## src/rtl/display_frame_builder_pkg.sv

```systemverilog
// Shared definitions for the display frame builder: FSM state encoding,
// segment constants and the BCD -> a..g segment lookup.
// Ports: none (package).
package display_frame_builder_pkg;

  typedef enum logic [1:0] {
    ST_IDLE      = 2'd0,
    ST_ENCODE    = 2'd1,
    ST_LOAD      = 2'd2,
    ST_WAIT_BUSY = 2'd3
  } state_e;

  localparam logic [7:0] SEG_BLANK = 8'h00;
  localparam int         DP_BIT    = 7;

  // Bit order {g,f,e,d,c,b,a}. Codes 10-15 are not digits and show blank.
  function automatic logic [6:0] seg_lut(input logic [3:0] bcd);
    logic [6:0] seg;
    case (bcd)
      4'd0:    seg = 7'h3F;
      4'd1:    seg = 7'h06;
      4'd2:    seg = 7'h5B;
      4'd3:    seg = 7'h4F;
      4'd4:    seg = 7'h66;
      4'd5:    seg = 7'h6D;
      4'd6:    seg = 7'h7D;
      4'd7:    seg = 7'h07;
      4'd8:    seg = 7'h7F;
      4'd9:    seg = 7'h6F;
      default: seg = SEG_BLANK[6:0];
    endcase
    return seg;
  endfunction

endpackage

```

## src/rtl/display_frame_builder_if.sv

```systemverilog
// Bundle between the digit source / serial shifter and the frame builder.
// Ports: update_i, digits_i, dp_i, sr_idle_i (into builder); frame_o, start_o, busy_o (out of builder).
// master = the environment driving digits and the shifter flag; slave = the builder itself.
interface display_frame_builder_if #(
  parameter int DIGITS = 6
);
  logic                  update_i;
  logic [4*DIGITS-1:0]   digits_i;
  logic [DIGITS-1:0]     dp_i;
  logic                  sr_idle_i;
  logic [8*DIGITS-1:0]   frame_o;
  logic                  start_o;
  logic                  busy_o;

  modport master (
    output update_i, digits_i, dp_i, sr_idle_i,
    input  frame_o, start_o, busy_o
  );

  modport slave (
    input  update_i, digits_i, dp_i, sr_idle_i,
    output frame_o, start_o, busy_o
  );
endinterface

```

## src/rtl/display_frame_builder_seg7_encoder.sv

```systemverilog
// Purpose: BCD digit plus decimal point -> one 7-segment byte {dp,g,f,e,d,c,b,a}.
// Latency: combinational.
// Backpressure: none.
// Ports: bcd[3:0], dp in; seg[7:0] out.
module seg7_encoder
  import display_frame_builder_pkg::*;
(
  input  logic [3:0] bcd,
  input  logic       dp,
  output logic [7:0] seg
);

  always_comb begin
    seg         = SEG_BLANK;
    seg[6:0]    = seg_lut(bcd);
    seg[DP_BIT] = dp;
  end

endmodule

```

## src/rtl/display_frame_builder.sv

```systemverilog
// Purpose: snapshot DIGITS BCD digits + dps, encode one digit per cycle, launch one shifter transfer.
// Latency: update sampled at edge N -> frame_o/start_o valid after edge N+DIGITS+1 (shifter idle).
// Backpressure: waits in LOAD while sr_idle_i=0; updates while busy collapse into one pending redraw.
// Ports: clk_i, rst_i (async, active high), bus (display_frame_builder_if.slave).
// Optional: define LEADING_ZERO_BLANK_EN to blank leading zero digits (rightmost digit always shown).
module display_frame_builder
  import display_frame_builder_pkg::*;
#(
  parameter int DIGITS         = 6,
  parameter bit SEG_ACTIVE_LOW = 1'b0
) (
  input  logic                    clk_i,
  input  logic                    rst_i,
  display_frame_builder_if.slave  bus
);

  localparam int FW    = 8 * DIGITS;
  localparam int IDX_W = (DIGITS > 1) ? $clog2(DIGITS) : 1;
  localparam logic [IDX_W-1:0] IDX_TOP = IDX_W'(DIGITS - 1);
  localparam logic [FW-1:0]    FRAME_BLANK = {FW{SEG_ACTIVE_LOW}};

  state_e state_q, state_d;

  logic [4*DIGITS-1:0] digits_q;
  logic [DIGITS-1:0]   dp_q;
  logic [IDX_W-1:0]    idx_q;
  logic                pending_q;
  logic [FW-1:0]       shadow_q;
  logic [FW-1:0]       frame_q;
  logic                start_q;

  // FSM strobes
  logic take;
  logic enc_we;
  logic load;

  // Current digit being encoded
  logic [3:0] cur_bcd;
  logic       cur_dp;
  logic [7:0] enc_seg;
  logic [7:0] enc_byte;

  always_ff @(posedge clk_i or posedge rst_i) begin
    if (rst_i) state_q <= ST_IDLE;
    else       state_q <= state_d;
  end

  always_comb begin
    state_d = state_q;
    take    = 1'b0;
    enc_we  = 1'b0;
    load    = 1'b0;
    case (state_q)
      ST_IDLE: begin
        if (bus.update_i || pending_q) begin
          take    = 1'b1;
          state_d = ST_ENCODE;
        end
      end
      ST_ENCODE: begin
        enc_we = 1'b1;
        if (idx_q == '0) state_d = ST_LOAD;
      end
      ST_LOAD: begin
        // Never touch the frame while the shifter is still reading it.
        if (bus.sr_idle_i) begin
          load    = 1'b1;
          state_d = ST_WAIT_BUSY;
        end
      end
      ST_WAIT_BUSY: begin
        // The shifter drops its idle flag on the edge that sees start, so
        // this waits for that drop before allowing another launch.
        if (!bus.sr_idle_i) state_d = ST_IDLE;
      end
      default: state_d = ST_IDLE;
    endcase
  end

  always_comb begin
    cur_bcd = digits_q[4*int'(idx_q) +: 4];
    cur_dp  = dp_q[idx_q];
  end

  seg7_encoder u_enc (
    .bcd (cur_bcd),
    .dp  (cur_dp),
    .seg (enc_seg)
  );

`ifdef LEADING_ZERO_BLANK_EN
  logic       leading_q;
  logic       blank_lead;
  logic [7:0] lead_byte;

  always_comb begin
    blank_lead        = leading_q && (cur_bcd == 4'd0) && (idx_q != '0);
    lead_byte         = SEG_BLANK;
    lead_byte[DP_BIT] = cur_dp;
    enc_byte          = blank_lead ? lead_byte : enc_seg;
  end

  always_ff @(posedge clk_i or posedge rst_i) begin
    if (rst_i) begin
      leading_q <= 1'b0;
    end else if (take) begin
      leading_q <= 1'b1;
    end else if (enc_we && (cur_bcd != 4'd0)) begin
      leading_q <= 1'b0;
    end
  end
`else
  always_comb begin
    enc_byte = enc_seg;
  end
`endif

  always_ff @(posedge clk_i or posedge rst_i) begin
    if (rst_i) begin
      digits_q  <= '0;
      dp_q      <= '0;
      idx_q     <= IDX_TOP;
      pending_q <= 1'b0;
      shadow_q  <= '0;
      frame_q   <= FRAME_BLANK;
      start_q   <= 1'b0;
    end else begin
      if (take) begin
        digits_q  <= bus.digits_i;
        dp_q      <= bus.dp_i;
        idx_q     <= IDX_TOP;
        pending_q <= 1'b0;
      end else if (bus.update_i && (state_q != ST_IDLE)) begin
        // Snapshot stays untouched; redraw again with whatever is current
        // when the FSM next reaches IDLE.
        pending_q <= 1'b1;
      end

      if (enc_we) begin
        shadow_q[8*int'(idx_q) +: 8] <= enc_byte;
        if (idx_q != '0) idx_q <= idx_q - IDX_W'(1);
      end

      start_q <= load;
      if (load) frame_q <= SEG_ACTIVE_LOW ? ~shadow_q : shadow_q;
    end
  end

  assign bus.frame_o = frame_q;
  assign bus.start_o = start_q;
  assign bus.busy_o  = (state_q != ST_IDLE);

endmodule

```

## src/flat_wrapper.sv

```systemverilog
// flat-port wrapper written by rule: the top's interface ports become plain ports
module display_frame_builder_flat import display_frame_builder_pkg::*;
#(
  parameter int DIGITS         = 6,
  parameter bit SEG_ACTIVE_LOW = 1'b0
)
  (clk_i, rst_i, bus_update_i, bus_digits_i, bus_dp_i, bus_sr_idle_i, bus_frame_o, bus_start_o, bus_busy_o);
  display_frame_builder_if #(.DIGITS(DIGITS)) bus_i ();
  input  logic clk_i;
  input  logic rst_i;
  input wire logic [$bits(bus_i.update_i)-1:0] bus_update_i;
  input wire logic [$bits(bus_i.digits_i)-1:0] bus_digits_i;
  input wire logic [$bits(bus_i.dp_i)-1:0] bus_dp_i;
  input wire logic [$bits(bus_i.sr_idle_i)-1:0] bus_sr_idle_i;
  output wire logic [$bits(bus_i.frame_o)-1:0] bus_frame_o;
  output wire logic [$bits(bus_i.start_o)-1:0] bus_start_o;
  output wire logic [$bits(bus_i.busy_o)-1:0] bus_busy_o;
  assign bus_i.update_i = bus_update_i;
  assign bus_i.digits_i = bus_digits_i;
  assign bus_i.dp_i = bus_dp_i;
  assign bus_i.sr_idle_i = bus_sr_idle_i;
  assign bus_frame_o = bus_i.frame_o;
  assign bus_start_o = bus_i.start_o;
  assign bus_busy_o = bus_i.busy_o;
  display_frame_builder #(.DIGITS(DIGITS), .SEG_ACTIVE_LOW(SEG_ACTIVE_LOW)) u_core (.clk_i(clk_i), .rst_i(rst_i), .bus(bus_i));
endmodule
```

## config.mk

```make
export PLATFORM = sky130hd
export DESIGN_NAME = display_frame_builder_flat
export DESIGN_NICKNAME = d
export VERILOG_FILES = /design/src/rtl/display_frame_builder_pkg.sv /design/src/rtl/display_frame_builder_if.sv /design/src/rtl/display_frame_builder_seg7_encoder.sv /design/src/rtl/display_frame_builder.sv /design/src/flat_wrapper.sv
export SDC_FILE = /design/constraint.sdc
export NUM_CORES = 1
export LEC_CHECK = 0
export ABC_CLOCK_PERIOD_IN_PS = 6370
export CORE_AREA = 2 2 155 157
export CTS_CLUSTER_DIAMETER = 100
export DETAILED_ROUTE_END_ITERATION = 8
export DIE_AREA = 0 0 157 159
export SKIP_CTS_REPAIR_TIMING = 1
export SLEW_MARGIN = 20
export SYNTH_ARGS = -nofsm -noshare
export SYNTH_HDL_FRONTEND = slang
export SYNTH_HIERARCHICAL = 1
export SYNTH_SLANG_ARGS = --single-unit
```

## constraint.sdc

```tcl
create_clock -name clk_i -period 6.37 [get_ports clk_i]
set_clock_uncertainty 0.1 [all_clocks]
set_input_delay 0.637 -clock clk_i [delete_from_list [all_inputs] [get_ports clk_i]]
set_output_delay 0.637 -clock clk_i [all_outputs]
set_load 0.01 [all_outputs]
```

# Word level (Yosys, flattened, before mapping)
# Memory sizes are Yosys's and may differ from the RTL's.
# Index checks and enable logic that the tools add are counted.
[word_totals]
mem_count = 1
romBits = 112
reg_bits = 133
wordCells = 48
[memory_table]
columns = ["name", "depth", "width", "read_ports", "rd_ports_with_merged_regs", "write_ports", "line", "source"]
rows = [
  ["(name not given)", 16, 7, 1, 0, 0, "display_frame_builder_pkg.sv:19", "case (bcd)"],
]
[classes]
n_reduce_logical = 8
n_eq_ne = 7
n_lt_le_gt_ge = 1
mux = 18
shift = 3
add_sub_neg = 2
[op_table]
columns = ["operator", "count"]
rows = [
  ["$bwmux 48", 1],
  ["$shift 8x33->48 const A", 1],
  ["$shiftx 8x33->48", 1],
  ["$neg 6->33", 1],
  ["$shiftx 24x6->4", 1],
  ["$mux 3", 3],
  ["$mux 1", 8],
  ["$mux 2", 4],
  ["$pmux 2 s4", 1],
  ["$eq 2x2->1 const B", 2],
  ["$lt 3x4->1 const B", 1],
  ["$ne 2x1->1 const B", 2],
  ["$ne 2x2->1 const B", 2],
  ["$reduce_and 4->1", 1],
  ["$reduce_bool 2->1", 2],
  ["$bmux 1 s3", 1],
  ["$logic_not 3->1", 1],
  ["$reduce_bool 3->1", 1],
  ["$sub 3x1->3 const B", 1],
  ["$eq 2x1->1 const B", 1],
  ["$logic_not 2->1", 1],
  ["$logic_and 1x1->1", 1],
  ["$logic_or 1x1->1", 1],
]

# Logic depth before layout (Yosys ltp)
# Gate-level depths: netlist of run 1.
[logic_depth]
word_depth = 6
mapped_depth = 12

# Cells and area by module
# The synthesis of run 1 kept the hierarchy.
[modules_own_cells]
columns = ["module", "area_each_um2", "cells_each", "instances", "seq_area_each_um2"]
rows = [
  ["display_frame_builder", 5531.6, 367, 1, 3330.7],
  ["seg7_encoder", 225.2, 31, 1, 0.0],
]

# Worst setup path after synthesis of run 1
# OpenSTA, ideal clock, no wires.
[synth_path]
kind = "reg-to-reg"
from = "register u_core.idx_q[0]"
to = "register u_core.shadow_q[40]"
path_stages_with_launch = 12
setup_ns = 0.066
t_arrival_ns = 2.629
setup_slack_ns = 3.575
cell_sequence = "dfstp_2 -> buf_2 -> mux2i_1 -> o21ai_0 -> inv_1 -> ha_1 -> nor2_1 -> a21oi_2 -> o22ai_1 -> nor2b_1 -> nor2b_1 -> mux2_1"
[synth_via]
elab_chain_len = 4
word_cells_on_any_way = 8
cone_classes = "add/sub (1); shift (3); mux (3); memory (1)"
[synth_rtl]
columns = ["element", "line", "source"]
rows = [
  ["from (decl)", "display_frame_builder.sv:26", "logic [IDX_W-1:0] idx_q;"],
  ["from (signal assigned)", "display_frame_builder.sv:141", "if (idx_q != '0) idx_q <= idx_q - IDX_W'(1);"],
  ["$shiftx 24x6->4", "display_frame_builder.sv:81", "cur_bcd = digits_q[4*int'(idx_q) +: 4];"],
  ["via u_core.cur_bcd[1]", "display_frame_builder.sv:38", "logic [3:0] cur_bcd;"],
  ["$mem_v2 16x7", "--", ""],
  ["via u_core.enc_byte[0]", "display_frame_builder.sv:41", "logic [7:0] enc_byte;"],
  ["$shiftx 8x33->48", "display_frame_builder.sv:140", "shadow_q[8*int'(idx_q) +: 8] <= enc_byte;"],
  ["$bwmux 48", "display_frame_builder.sv:140", ""],
  ["to (signal, indexed assignment)", "display_frame_builder.sv:140", ""],
  ["to (decl)", "display_frame_builder.sv:28", "logic [FW-1:0] shadow_q;"],
]
# The timed path passes the listed nets, and every way through them passes these cells. The select of a mux whose other input is x is not followed.
# A chain may end at the register's enable or synchronous reset.

# Worst setup path after layout of run 1
[layout_path]
from = "register u_core.idx_q[1]"
to = "register u_core.shadow_q[9]"
# The elaborated chain is that of the path after synthesis.

==> results.yml, run 1 <==
cts:
  clk_pin_slew_worst_paths_ps: 60
  clk_path_buf_depth: 2
  clk_latency_ps: 410
  cts.sinks: 133
  cts_tree: "built"
  numCtsBuffers: 17
  cts_htree_levels: 4
  root_buffer: "clkbuf_16"
detailed_routing:
  remaining_drc_errors: 0
  ant_nets: 0
  routed_wl_um: 12700
  firstDrtPassIters: 4
  vias_per_cell: 4.22
  detail_route.wl_per_cell_um: 15.5
  vias: 3446
  first_iter_violations: 139
floorplan:
  die_w_um: 157
  fp.dieH_um: 159
  initial_core_util: 0.248
  boundaryPins: 84
  placementRows: 56
  core_um2: 23200
  dieArea_um2: 25000
logic_synthesis:
  synthArstFlopShare: 1.00
  netlist.area_leader.share: 0.569
  avgSynthCellArea_um2: 14.5
  ys_ff_latch: 133
  synth_nets: 446
  ys_warn_count: 6
  yosys-top-cells-area: "dfrtp_1 57%, mux2_2 24%, ha_1 3.0%"
  synth_edf_count: 0
  syn_area_um2: 5760
  synth_top_cell_by_area: "dfrtp_1"
  ys_seq_area_frac: 0.579
  netlist_instances: 398
  synth_cell_types: 38
  ys.flop_type: "dfrtp_1"
power:
  fin_total_pwr_uw: 4120
  ir_drop_uv: 211
  powerDensity_nw_per_um2: 546
  power_leakage_uw: 0.00319
finish:
  fin_cells: 816
  fill_cells: 2309
  multiInputGateArea_um2: 2300
  layout_commonest_cell: "dfrtp_1"
  area_growth_pct: 31.0
  antenna_cells: 0
  final_cell_mix: "131 x dfrtp_1, 123 x mux2_2, 83 x clkdlybuf4s50_1"
  nets: 532
  regArea_um2: 3330
  drive_above_1_share: 0.336
global_route:
  overflow: 0
  antenna_found_initial: 0
  grt_max_degree: 79
  grt_pass1_wl_um: 20700
  grt_use_total: 0.108
  grt_pass1_vias: 3755
placement:
  dp_slack_ps: 2550
  hpwlAfterDp_um: 8990
  dp.cells: 784
  place_congestion: 0.736
  io_buffers: 83
sta:
  whs_ps: 394
  fin_tns_setup_ps: 0
  slew_headroom: 0.369
  fmax_mhz: 262
  worst_slew_pin_slew_ps: 947
  setup_viol: 0
  grt_setup_unrepaired: "false"
  setup_slack_ps: 2550
  drv_slew: 0
  min_period_ps: 3820
  hold_viol_final: 0
  fin_crit_sh: 0.600
critical_path:
  crit_required_ps: 6580
  path_max_fanout: 13
  endpoint: "u_core/shadow_q[9]$_DFFE_PP0P_"
  ff2ff_setup_slack_ps: 2550
  startpoint_type: "flip-flop"
  cp-startpoint: "u_core/idx_q[1]$_DFF_PP0_"
  cp.arrival_ps: 4030
  r2r-end: "u_core/shadow_q[9]$_DFFE_PP0P_"
  r2r-start: "u_core/idx_q[1]$_DFF_PP0_"
  crit_path_end_kind: "flip-flop"
  reg2regPathDepth: 9
  criticalPathCategory: "flip-flop to flip-flop"
flow_run:
  maxCapViolCount: 0
status:
  status: "finished clean"
min_path:
  min_path_type: "flip-flop to flip-flop"
## area by class of cell
type,instances,area share
well taps,319,0.0529
clock inverters,10,0.0189
clock buffers,22,0.0642
inverters,10,0.00531
multi-input cells,237,0.305
repair buffers,85,0.112
flip-flops and latches,133,0.442
## routing by layer
layer  part of all wire  GRT usage  wire length, µm  vias up
li1                   -          -                -     1587
met1               0.47      0.142             5900     1759
met2               0.47      0.169             5980       88
met3              0.047     0.0329              597       12
met4              0.015     0.0363              186        0
met5                  0          0                0        -
## power breakdown
part | switching (µW) | internal [µW]
combinational | 825 | 840
sequential | 229 | 1200
clock | 361 | 661
total | 1420 | 2700
## metrics by stage
stage,util,cell area [µm²]
5_1_grt,0.325,7540
4_1_cts,0.325,7540
3_3_place_gp,0.298,6910
6_report,0.325,7540
3_5_place_dp,0.298,6910
2_1_floorplan,-,5760
## synthesized netlist by cell type, types with 4 or more instances
master / n
dfrtp_1: 131
clkbuf_1: 5
o22ai_1: 4
mux2i_1: 16
a21oi_1: 4
nand2_1: 11
nand2b_1: 5
ha_1: 14
mux2_2: 123
nor3b_1: 4
nor2b_1: 12
nor2_1: 6
buf_2: 10
inv_1: 10
o22a_1: 5
o21ai_0: 9
## kinds of logic (layout without fill, tap and decap cells)
logic type	Yosys count	count (layout)	share of synthesized area
mux	141	141	0.272
flops	133	133	0.579
simple gates	49	49	0.0565
compound gates	31	31	0.0354
buf+inv	28	127	0.0237
fa+ha+maj	14	14	0.0304
xor+xnor	2	2	0.00304
## flip-flops by register name, indices dropped and copies added (netlist names)
register / count
u_core/bus.frame_o: 48
u_core/shadow_q: 48
u_core/digits_q: 24
u_core/dp_q: 6
u_core/idx_q: 3
u_core/state_q: 2
u_core/bus.start_o: 1
u_core/pending_q: 1
## critical path, stage by stage (launching register included)
cell and delay, ps:
dfrtp_1 620, inv_1 260, nand2_1 150, o21ai_0 710, inv_1 280, ha_1 380, o21ai_0 210, nor2b_1 650
nand2_1 130, o31ai_1 230
## how the worst min path moves through the flow
stage	startpoint	end	slack, ps	cells after the start
2_1_floorplan	u_core/shadow_q[40]$_DFFE_PP0P_	u_core/shadow_q[40]$_DFFE_PP0P_	350	1
3_3_place_gp	u_core/shadow_q[40]$_DFFE_PP0P_	u_core/shadow_q[40]$_DFFE_PP0P_	390	1
3_5_place_dp	u_core/shadow_q[40]$_DFFE_PP0P_	u_core/shadow_q[40]$_DFFE_PP0P_	380	1
4_1_cts	u_core/shadow_q[40]$_DFFE_PP0P_	u_core/shadow_q[40]$_DFFE_PP0P_	400	1
5_1_grt	u_core/shadow_q[6]$_DFFE_PP0P_	u_core/shadow_q[6]$_DFFE_PP0P_	410	1
6_report	u_core/shadow_q[40]$_DFFE_PP0P_	u_core/shadow_q[40]$_DFFE_PP0P_	390	1
Note: power is estimated with default switching activity, not from simulation.
==> run 2, diff against run 1 <==
--- a/config.mk
+++ b/config.mk
@@ -5,7 +5,7 @@
 export SDC_FILE = /design/constraint.sdc
 export NUM_CORES = 1
 export LEC_CHECK = 0
-export ABC_CLOCK_PERIOD_IN_PS = 6370
+export ABC_CLOCK_PERIOD_IN_PS = 3200
 export CORE_AREA = 2 2 155 157
 export CTS_CLUSTER_DIAMETER = 100
 export DETAILED_ROUTE_END_ITERATION = 8
==> constraint.sdc (replaced) <==
create_clock -name clk_i -period 3.2 [get_ports clk_i]
set_clock_uncertainty 0.1 [all_clocks]
set_input_delay 0.32 -clock clk_i [delete_from_list [all_inputs] [get_ports clk_i]]
set_output_delay 0.32 -clock clk_i [all_outputs]
set_load 0.01 [all_outputs]
==> run 2 against run 1 <==
  * Clock power is 110% higher
  * First-iteration DRC count increased by 5.8%
  * Via count about the same
  * Highest routed layer unchanged
  * Combinational power grew 100%
  * Global-route usage hardly changed
==> results.yml, run 2 (synthesized netlist as in run 1, its figures left out) <==
power:
  ir_drop_uv: 433
  power_leakage_uw: 0.00326
  powerDensity_nw_per_um2: 1100
finish:
  regArea_um2: 3330
  area_growth_pct: 33.5
  antenna_cells: 0
  nets: 541
  final_area_um2: 7680
  fin_cells: 823
  fill_cells: 2278
  multiInputGateArea_um2: 2290
  final_cell_mix: "130 x dfrtp_1, 123 x mux2_2, 83 x clkdlybuf4s50_1"
  layout_commonest_cell: "dfrtp_1"
  drive_above_1_share: 0.349
sta:
  drv_slew: 0
  fin_tns_setup_ps: 0
  grt_setup_unrepaired: "false"
  worst_slew_pin_slew_ps: 893
  slew_headroom: 0.404
  fmax_mhz: 338
  fin_crit_sh: 0.925
  setup_viol: 0
  hold_viol_final: 0
  min_period_ps: 2960
placement:
  hpwlAfterDp_um: 9300
  io_buffers: 83
  place_congestion: 0.790
  post_dp_cell_area_um2: 7030
  dp.cells: 793
cts:
  clk_pin_slew_worst_paths_ps: 60
  cts_tree: "built"
  numCtsBuffers: 17
  cts.sinks: 133
  clk_path_buf_depth: 2
  cts_htree_levels: 4
  clk_latency_ps: 410
  root_buffer: "clkbuf_16"
global_route:
  grt_pass1_vias: 3776
  grt_max_degree: 38
  grt_pass1_wl_um: 20800
  overflow: 0
  grt_use_total: 0.108
  antenna_found_initial: 0
floorplan:
  placementRows: 56
  die_w_um: 157
  fp.dieH_um: 159
  core_um2: 23200
  boundaryPins: 84
  initial_core_util: 0.248
  dieArea_um2: 25000
min_path:
  min_path_type: "primary input to asynchronous set/reset pin"
critical_path:
  crit_required_ps: 3390
  cp-startpoint: "u_core/idx_q[0]$_DFF_PP1_"
  cp.arrival_ps: 3150
  reg2regPathDepth: 7
  path_max_fanout: 9
  r2r-start: "u_core/idx_q[0]$_DFF_PP1_"
  crit_path_end_kind: "flip-flop"
  criticalPathCategory: "flip-flop to flip-flop"
  startpoint_type: "flip-flop"
detailed_routing:
  ant_nets: 0
  detail_route.wl_per_cell_um: 15.4
  vias_per_cell: 4.18
  routed_wl_um: 12700
  firstDrtPassIters: 4
  vias: 3443
  remaining_drc_errors: 0
  first_iter_violations: 147
flow_run:
  maxCapViolCount: 0
status:
  status: "finished clean"
-- run 2: cell types whose count changed in the layout (fill, tap and decap cells not counted), moves of 3 or more --
| cell | before | now |
|---|---|---|
| bufinv_16 | 3 | 6 |
| buf_12 | 0 | 4 |
| clkbuf_8 | 4 | 0 |
| buf_4 | 2 | 7 |
-- run 2: path summary, 6_finish.rpt --
kind | end | slack (ps)
min reg2reg | u_core/bus.frame_o[12]$_DFFE_PP0P_ | 400
max reg2reg | u_core/shadow_q[18]$_DFFE_PP0P_ | 240
max | u_core/shadow_q[18]$_DFFE_PP0P_ | 240
min in group clk_i | u_core/bus.frame_o[12]$_DFFE_PP0P_ | 400
max in group asynchronous | u_core/idx_q[0]$_DFF_PP1_ | 1930
min | u_core/bus.frame_o[28]$_DFFE_PP0P_ | 340
-- run 2: routing by layer --
metal	track usage	routed length, µm	share of wire
met1	0.143	5850	0.46
met2	0.170	6100	0.48
met3	0.0310	576	0.045
met4	0.0334	156	0.012
met5	0	0	0
-- run 2: final cells by class --
cell class	count	share of cell area
clock buffer	18	0.0558
clock inverter	12	0.0293
inverter	10	0.00537
multi-input combinational	237	0.299
sequential	133	0.434
tap	319	0.0519
timing repair buffer	94	0.125
-- run 2: worst max-delay path, cell delays in order, from the launching register on --
cell and delay, ps:
dfstp_2 620, buf_4 220, inv_1 120, ha_1 240, ha_1 440, o211ai_1 220, nor3_4 470, mux2_2 400
-- run 2: through the flow --
stage | total power (µW) | setup slack (ps) | utilization | hold WS, ps
CTS | 8520 | 108 | 0.331 | 366
detailed placement | 6320 | 126 | 0.303 | 392
global placement | 6180 | 206 | 0.303 | 389
global route | 8970 | 125 | 0.331 | 409
finish | 8420 | 240 | 0.331 | 338
floorplan | 4970 | 405 | - | 345
-- run 2: power by group --
part           leakage (µW)  internal (µW)  switching [µW]
clock network      0.000321           1460             712
registers           0.00158           2400             439
logic               0.00136           1780            1630
==> run 3, diff against run 2 <==
--- a/config.mk
+++ b/config.mk
@@ -10,6 +10,8 @@
 export CTS_CLUSTER_DIAMETER = 100
 export DETAILED_ROUTE_END_ITERATION = 8
 export DIE_AREA = 0 0 157 159
+export GPL_TIMING_DRIVEN = 0
+export HOLD_SLACK_MARGIN = 0.02
 export SKIP_CTS_REPAIR_TIMING = 1
 export SLEW_MARGIN = 20
 export SYNTH_ARGS = -nofsm -noshare
==> run 3 against run 2 <==
  * Via count rose by 1.9%
  * Clock power fell by 13%
  * Sequential power fell by 2%
  * Die area did not move
  * Final cell count rose by 1.3%
  * Fmax fell by 2.8%
  * Total power fell by 2.0%
  * Wire length rose by 1.7%
  * Global-route usage rose by 0.29 points
  * Critical path depth did not move
  * Worst setup slack got worse by 84 ps
  * Cell area fell by 0.13%
==> results.yml, run 3 (synthesized netlist as in run 1, its figures left out) <==
sta:
  fmax_mhz: 329
  hold_viol_final: 0
  grt_setup_unrepaired: "false"
  slew_headroom: 0.530
  setup_slack_ps: 156
  drv_slew: 0
  whs_ps: 146
  fin_crit_sh: 0.951
  min_period_ps: 3040
  worst_slew_pin_slew_ps: 703
  setup_viol: 0
detailed_routing:
  first_iter_violations: 158
  remaining_drc_errors: 0
  routed_wl_um: 12900
  firstDrtPassIters: 4
  vias: 3510
  detail_route.wl_per_cell_um: 15.5
  ant_nets: 0
  vias_per_cell: 4.21
power:
  switching_share: 0.349
  pwr-share-clk: 0.230
  pwr-share-comb: 0.432
  p_int_uw: 5370
  power.switching_uw: 2880
  ir_drop_uv: 399
  power.share.sequential: 0.339
  powerDensity_nw_per_um2: 1080
  power_leakage_uw: 0.00326
cts:
  clk_pin_slew_worst_paths_ps: 60
  cts_tree: "built"
  cts_htree_levels: 4
  root_buffer: "clkbuf_16"
  cts.sinks: 133
  clk_path_buf_depth: 2
  numCtsBuffers: 17
  clk_latency_ps: 410
min_path:
  min_path_type: "primary input to asynchronous set/reset pin"
critical_path:
  cp.arrival_ps: 3240
  startpoint_type: "flip-flop"
  crit_path_end_kind: "flip-flop"
  reg2regPathDepth: 7
  crit_required_ps: 3390
  path_max_fanout: 10
  criticalPathCategory: "flip-flop to flip-flop"
floorplan:
  core_um2: 23200
  fp.dieH_um: 159
  initial_core_util: 0.248
  dieArea_um2: 25000
  boundaryPins: 84
  die_w_um: 157
  placementRows: 56
global_route:
  grt_use_total: 0.111
  antenna_found_initial: 0
  grt_pass1_wl_um: 21000
  met3_usage: 0.0310
  top_usage_layer: "met2"
  met1_usage: 0.135
  grt_use_met2: 0.189
  overflow: 0
  grt_pass1_vias: 3869
  grt_max_degree: 38
finish:
  final_cell_mix: "131 x dfrtp_1, 123 x mux2_2, 83 x clkdlybuf4s50_1"
  layout_commonest_cell: "dfrtp_1"
  nets: 552
  drive_above_1_share: 0.359
  antenna_cells: 0
  area_growth_pct: 33.3
  fill_cells: 2289
placement:
  place_congestion: 0.741
  io_buffers: 83
  dp_slack_ps: -460
  hpwlAfterDp_um: 9680
flow_run:
  maxCapViolCount: 0
status:
  status: "finished clean"
==> run 3: cell types whose count changed in the layout (fill, tap and decap cells not counted), moves of 2 or more <==
cell,before,now
buf_6,0,2
nor2b_2,1,3
buf_2,0,10
buf_4,7,1
nor2b_1,11,8
clkbuf_8,0,2
clkbuf_1,1,5
clkinvlp_4,1,3
bufinv_16,6,2
==> run 3: cell type report <==
| type | instances | area [µm²] | area share |
|---|---|---|---|
| Sequential cell | 133 | 3330 | 0.434 |
| Tap cell | 319 | 399 | 0.0520 |
| Buffer | 18 | 98.8 | 0.0129 |
| Inverter | 10 | 41.3 | 0.00538 |
| Clock inverter | 11 | 125 | 0.0163 |
| Multi-Input combinational cell | 237 | 2310 | 0.301 |
| Clock buffer | 19 | 453 | 0.0590 |
| Timing Repair Buffer | 87 | 918 | 0.120 |
==> run 3: worst max-delay path, stage by stage, from the launching register on <==
cell	delay, ps
dfstp_2	610
buf_2	290
inv_1	160
ha_1	250
ha_1	440
o211ai_1	210
nor3_4	450
mux2_2	400
==> run 3: metrics by stage <==
stage / instances / setup TNS (ps) / total power [µW] / instance area [µm²] / utilization
after floorplan: 398 / 0 / 4970 / 5760 / -
after global placement: 800 / -3440 / 6200 / 6990 / 0.301
after detailed placement: 804 / -6530 / 6390 / 7080 / 0.305
after CTS: 834 / -6970 / 8330 / 7660 / 0.330
after global routing: 834 / 0 / 8800 / 7670 / 0.331
final: 834 / 0 / 8250 / 7670 / 0.331
==> run 3: worst paths after layout <==
path                       slack [ps]                       startpoint                                  to
min in group clk_i                390  u_core/shadow_q[24]$_DFFE_PP0P_     u_core/shadow_q[24]$_DFFE_PP0P_
setup reg to reg                  160        u_core/idx_q[0]$_DFF_PP1_     u_core/shadow_q[21]$_DFFE_PP0P_
hold / removal                    150                            rst_i  u_core/bus.frame_o[22]$_DFFE_PP0P_
max in group asynchronous        1940                            rst_i     u_core/shadow_q[15]$_DFFE_PP0P_
setup / recovery                  160        u_core/idx_q[0]$_DFF_PP1_     u_core/shadow_q[21]$_DFFE_PP0P_
hold reg to reg                   390  u_core/shadow_q[24]$_DFFE_PP0P_     u_core/shadow_q[24]$_DFFE_PP0P_
==> run 3: per-layer routing <==
| metal | part of all wire | vias to the layer above |
|---|---|---|
| met5 | 0 | - |
| met4 | 0.0050 | 0 |
| met3 | 0.048 | 6 |
| met2 | 0.51 | 86 |
| met1 | 0.44 | 1789 |
| li1 | - | 1629 |
==> run 3: power groups by stage <==
stage | logic [µW] | clock network [µW] | registers, µW
floorplan | 2170 | 0 | 2810
global placement | 3410 | 0 | 2790
detailed placement | 3550 | 0 | 2840
CTS | 3570 | 1950 | 2810
global route | 3880 | 2020 | 2900
finish | 3560 | 1890 | 2790
==> RTL change 1 (config.mk and constraints of run 2) <==
`DIGITS` is set to 6 in 3 places; all go to 7.
--- a/src/rtl/display_frame_builder_if.sv
+++ b/src/rtl/display_frame_builder_if.sv
@@ -2,7 +2,7 @@
 // Ports: update_i, digits_i, dp_i, sr_idle_i (into builder); frame_o, start_o, busy_o (out of builder).
 // master = the environment driving digits and the shifter flag; slave = the builder itself.
 interface display_frame_builder_if #(
-  parameter int DIGITS = 6
+  parameter int DIGITS = 7
 );
   logic                  update_i;
   logic [4*DIGITS-1:0]   digits_i;
--- a/src/rtl/display_frame_builder.sv
+++ b/src/rtl/display_frame_builder.sv
@@ -6,7 +6,7 @@
 module display_frame_builder
   import display_frame_builder_pkg::*;
 #(
-  parameter int DIGITS         = 6,
+  parameter int DIGITS         = 7,
   parameter bit SEG_ACTIVE_LOW = 1'b0
 ) (
   input  logic                    clk_i,
--- a/src/flat_wrapper.sv
+++ b/src/flat_wrapper.sv
@@ -1,7 +1,7 @@
 // flat-port wrapper written by rule: the top's interface ports become plain ports
 module display_frame_builder_flat import display_frame_builder_pkg::*;
 #(
-  parameter int DIGITS         = 6,
+  parameter int DIGITS         = 7,
   parameter bit SEG_ACTIVE_LOW = 1'b0
 )
   (clk_i, rst_i, bus_update_i, bus_digits_i, bus_dp_i, bus_sr_idle_i, bus_frame_o, bus_start_o, bus_busy_o);
Interface: changed (resized bus_digits_i, bus_dp_i and bus_frame_o); port bits go from 84 to 97. No check against the original RTL was run, so the function may have changed too.
==> RTL change 1 against run 2 <==
Count of clock-buffer cells in the layout rose by 2; sequential cell count rose by 21; utilization rose by 4.6 points; non-clock buffer count rose by 21; final area rose by 14%; area after synthesis rose by 18%; power rose by 12%; critical path depth rose by 4; setup slack got worse by 0.028 ns; wire length rose by 22%; sequential power rose by 15%; sequential share of layout area rose by 0.76 points.
==> RTL change 1: results (changes against run 2) <==
status: "finished clean"
crit_family: "compound AO/OA/AOI/OAI gates"
async_flop_share: 1.00  # unchanged
die_w_um: 157  # unchanged
grt_usage: 0.129  # +0.0209
clockRootBuffer: "clkbuf_16"
path_clk_slew_ns: 0.06  # about the same
arrival_ns: 3.19  # +0.04 ns
hpwlAfterDp_um: 11200  # +21%
drt_iter0_drc: 218  # +48%
synth.area.top_cells: "dfrtp_1 56%, mux2_2 15%, mux2i_1 5.0%"
wl_per_cell_um: 16.1  # +4.4%
drive_gt1_frac: 0.259  # -0.0902
firstDrtPassIters: 4  # unchanged
port_buffers: 96  # +16%
fin_nets: 684  # +26%
gp_congestion: 0.789  # about the same
hold_path.class: "in -> async"
ys_types: 39  # +2.6%
path_max_fanout: 9  # unchanged
via_per_inst: 4.44  # +6.0%
cts_buffers: 17  # unchanged
htreeDepth: 4  # unchanged
slew_headroom: 0.495  # +0.0912
antenna_cells: 0  # unchanged
ir_drop_mv: 0.536  # +24%
grt_max_degree: 81  # +110%
yosysSeqAreaShare: 0.568  # -0.0105
pre_cts_ws_ns: 0.155  # +0.0284 ns
antenna_found_initial: 0  # unchanged
syn_nets: 579  # +30%
ys_top_cells_by_count: "152 x dfrtp_1, 91 x mux2_2, 49 x nand2_1"
grt_pass1_wl_um: 25000  # +20%
grt_pass1_vias: 4569  # +21%
dp.cells: 928  # +17%
clock_path_buffers: 2  # unchanged
drt-total-wl_um: 15500  # +22%
yosysWarningCount: 6  # unchanged
max_stage_delay_ns: 0.57  # -0.05 ns
leakage_nw: 3.83  # +18%
crit_slowest_cell: "dfrtp_1"
clk_latency_ns: 0.42
fillCellCount: 2205  # -3.2%
syn_inst: 523  # +31%
-- RTL change 1: cell types whose count changed after synthesis, moves of 9 or more --
cell and change:
mux2_2 -32, a221oi_1 +10, mux2i_1 +18, nor2b_1 -9, nand2_1 +38, and3_1 +14
mux2_4 +16, o21ai_0 +18, dfrtp_1 +21, inv_1 +24
-- RTL change 1: area by class of cell --
type / count / share of cell area
Clock inverter: 12 / 0.0123
Sequential cell: 154 / 0.441
Tap cell: 319 / 0.0457
Clock buffer: 20 / 0.0522
Timing Repair Buffer: 115 / 0.131
Multi-Input combinational cell: 306 / 0.303
Inverter: 34 / 0.0150
-- RTL change 1: routing by layer --
layer | track usage | routed length [µm] | share of wire
met1 | 0.171 | 7040 | 0.46
met2 | 0.207 | 7580 | 0.49
met3 | 0.0294 | 591 | 0.038
met4 | 0.0450 | 239 | 0.015
met5 | 0 | 0 | 0
-- RTL change 1: final timing paths --
check,start,to,slack (ns),cells past startpoint
max in group asynchronous,rst_i,u_core/shadow_q[17]$_DFFE_PP0P_,1.88,3
worst min register to register,u_core/bus.frame_o[14]$_DFFE_PP0P_,u_core/bus.frame_o[14]$_DFFE_PP0P_,0.39,2
worst max-delay path,u_core/idx_q[0]$_DFF_PP0_,u_core/shadow_q[19]$_DFFE_PP0P_,0.21,11
min in group clk_i,u_core/bus.frame_o[14]$_DFFE_PP0P_,u_core/bus.frame_o[14]$_DFFE_PP0P_,0.39,2
worst min-delay path,rst_i,u_core/pending_q$_DFFE_PP0P_,0.28,2
worst max register to register,u_core/idx_q[0]$_DFF_PP0_,u_core/shadow_q[19]$_DFFE_PP0P_,0.21,11
-- RTL change 1: cells by family after synthesis --
family | count (synthesis) | synth area share
DFF | 154 | 0.568
muxes | 141 | 0.236
and+or+nand+nor | 96 | 0.0699
buffers and inverters | 63 | 0.0455
AOI/OAI and AO/OA | 50 | 0.0461
adders and majority gates | 17 | 0.0313
xor gates and xnor gates | 2 | 0.00258
-- RTL change 1: where the power goes --
| part | leakage (nW) | switching (W) | internal (W) |
|---|---|---|---|
| Combinational | 1.75 | 0.00212 | 0.00212 |
| Sequential | 1.81 | 0.000480 | 0.00279 |
| Clock | 0.271 | 0.000850 | 0.00106 |
| Total | 3.83 | 0.00345 | 0.00597 |
-- RTL change 1: metrics by stage --
stage,area [µm²],power (W),hold slack [ns]
detailed placement,8160,0.00750,0.376
floorplan,6790,0.00575,0.345
finish,8740,0.00941,0.279
global placement,8160,0.00732,0.366
CTS,8730,0.00945,0.291
global route,8740,0.0100,0.338
==> RTL change 2 (flow settings as in run 2) <==
Made on the original files. The 4 states of `state_e` get a one-hot encoding in 4 bits.
--- a/src/rtl/display_frame_builder_pkg.sv
+++ b/src/rtl/display_frame_builder_pkg.sv
@@ -3,11 +3,11 @@
 // Ports: none (package).
 package display_frame_builder_pkg;
 
-  typedef enum logic [1:0] {
-    ST_IDLE      = 2'd0,
-    ST_ENCODE    = 2'd1,
-    ST_LOAD      = 2'd2,
-    ST_WAIT_BUSY = 2'd3
+  typedef enum logic [3:0] {
+    ST_IDLE      = 4'b0001,
+    ST_ENCODE    = 4'b0010,
+    ST_LOAD      = 4'b0100,
+    ST_WAIT_BUSY = 4'b1000
   } state_e;
 
   localparam logic [7:0] SEG_BLANK = 8'h00;
Behaviour: no difference found for any inputs over 10 cycles, from zero or initial values and one cycle with rst_i high; not proved beyond that.
==> RTL change 2 against run 2 <==
Power decreased by 19%; global-route usage about the same; final cell count increased by 1.7%; wire length increased by 0.24%; clock power decreased by 13%; sequential cell count increased by 2; combinational power decreased by 28%; setup slack improved by 0.036 ns; final area increased by 0.39%; critical path depth increased by 1; area after synthesis increased by 3.0%; die area unchanged; highest routed layer unchanged; first-iteration DRC count increased by 2.0%.
==> RTL change 2: results (changes against run 2) <==
ys_types: 41  # +7.9%
synth_xor_area_frac: 0.00148  # -0.00157
fillCellCount: 2271  # -0.31%
buf_share: 0.123  # -0.00243
grt_max_degree: 136  # +260%
use_met1: 0.141  # -0.00174
grt_pass1_vias: 3802  # +0.69%
seq_share: 0.438  # +0.00480
grt_pass1_wl_um: 20600  # -0.83%
r2r-end: "u_core/shadow_q[25]$_DFFE_PP0P_"
r2r_slack_ns: 0.28  # +0.04 ns
worstSetupStartpoint: "u_core/idx_q[0]$_DFF_PP1_"
syn_nets: 456  # +2.2%
leakage_nw: 3.56  # +9.1%
ys_seq_elements: 135  # +1.5%
yosysSeqAreaShare: 0.571  # -0.00796
synth.area.top_cells: "dfrtp_1 56%, mux2_2 22%, mux2i_1 2.5%"
inverters_excl_clock: 17  # +7
num_vias: 3499  # +1.6%
max_stage_delay_ns: 0.59  # -0.03 ns
dp.cells: 806  # +1.6%
drive_gt1_frac: 0.347  # -0.00172
antenna_cells: 0  # unchanged
arrival_ns: 3.18  # +0.03 ns
fin_crit_ns: 2.92  # -0.0363 ns
drt-total-wl_um: 12700  # +0.24%
gp_congestion: 0.749  # -5.1%
status: "finished clean"
clk_share: 0.0744  # -0.0107
reg2regPathDepth: 8  # +1
placed_area_um2: 7140  # +1.5%
hold_path.class: "in -> async"
drt_iter0_drc: 150  # +2.0%
final_cells: 837  # +1.7%
met2_wirelength_um: 5960  # -2.3%
buffers_excl_clock: 97  # +3.2%
fin_setup_tns_ns: 0  # unchanged
grt_usage: 0.108  # +0.000463
pre_cts_ws_ns: 0.0516  # -0.0748 ns
use_met3: 0.0378  # +0.00680
multi_input_area_share: 0.304  # +0.00516
wl_met1_um: 5990  # +2.4%
avgSynthCellArea_um2: 14.4  # -0.54%
muxShareOfSynthArea: 0.269  # -0.00381
synth_adder_area_share: 0.0211  # -0.00932
use_met2: 0.169  # -0.00179
fin_nets: 550  # +1.7%
ir_drop_mv: 0.437  # +0.84%
num-multi-input-gates: 238  # +0.42%
tightest_slew_ns: 0.750  # -0.143 ns
synth-compound-area-share: 0.0255  # -0.00988
hpwlAfterDp_um: 9220  # -0.92%
clock_path_buffers: 2  # unchanged
ys_top_cells_by_count: "132 x dfrtp_1, 114 x mux2_2, 19 x nand2_1"
crit_family: "compound AO/OA/AOI/OAI gates"
switching_power_w: 0.00229  # -18%
RTL change 2: cell count changes after synthesis, sizes merged, moves of 7 or more:
cell   before  now
mux2      125  118
buf        13   20
inv        10   17
nand2      11   19
RTL change 2: power groups by stage:
| stage | logic, W | registers (W) | clock network, W |
|---|---|---|---|
| 2_1_floorplan | 0.00179 | 0.00237 | 0 |
| 3_3_place_gp | 0.00236 | 0.00251 | 0 |
| 3_5_place_dp | 0.00246 | 0.00252 | 0 |
| 4_1_cts | 0.00247 | 0.00249 | 0.00196 |
| 5_1_grt | 0.00270 | 0.00255 | 0.00205 |
| 6_report | 0.00245 | 0.00248 | 0.00189 |
RTL change 2: worst min-delay path by stage:
stage | cells after the start | endpoint | slack [ns] | startpoint
3_5_place_dp | 1 | u_core/shadow_q[34]$_DFFE_PP0P_ | 0.39 | u_core/shadow_q[34]$_DFFE_PP0P_
5_1_grt | 2 | u_core/digits_q[20]$_DFFE_PP0P_ | 0.40 | bus_digits_i[20]
2_1_floorplan | 1 | u_core/dp_q[2]$_DFFE_PP0P_ | 0.35 | u_core/dp_q[2]$_DFFE_PP0P_
6_report | 3 | u_core/bus.frame_o[14]$_DFFE_PP0P_ | 0.34 | rst_i
4_1_cts | 2 | u_core/digits_q[8]$_DFFE_PP0P_ | 0.39 | bus_digits_i[8]
3_3_place_gp | 1 | u_core/shadow_q[34]$_DFFE_PP0P_ | 0.38 | u_core/shadow_q[34]$_DFFE_PP0P_
RTL change 2: cells by family (layout without fill, tap and decap cells):
group | after synthesis | in the layout
adder cells (fa/ha/maj) | 10 | 10
AND/OR/NAND/NOR | 64 | 64
XOR/XNOR | 1 | 1
multiplexers | 138 | 138
flip-flops | 135 | 135
AO/OA/AOI/OAI | 25 | 25
buffers and inverters | 39 | 145
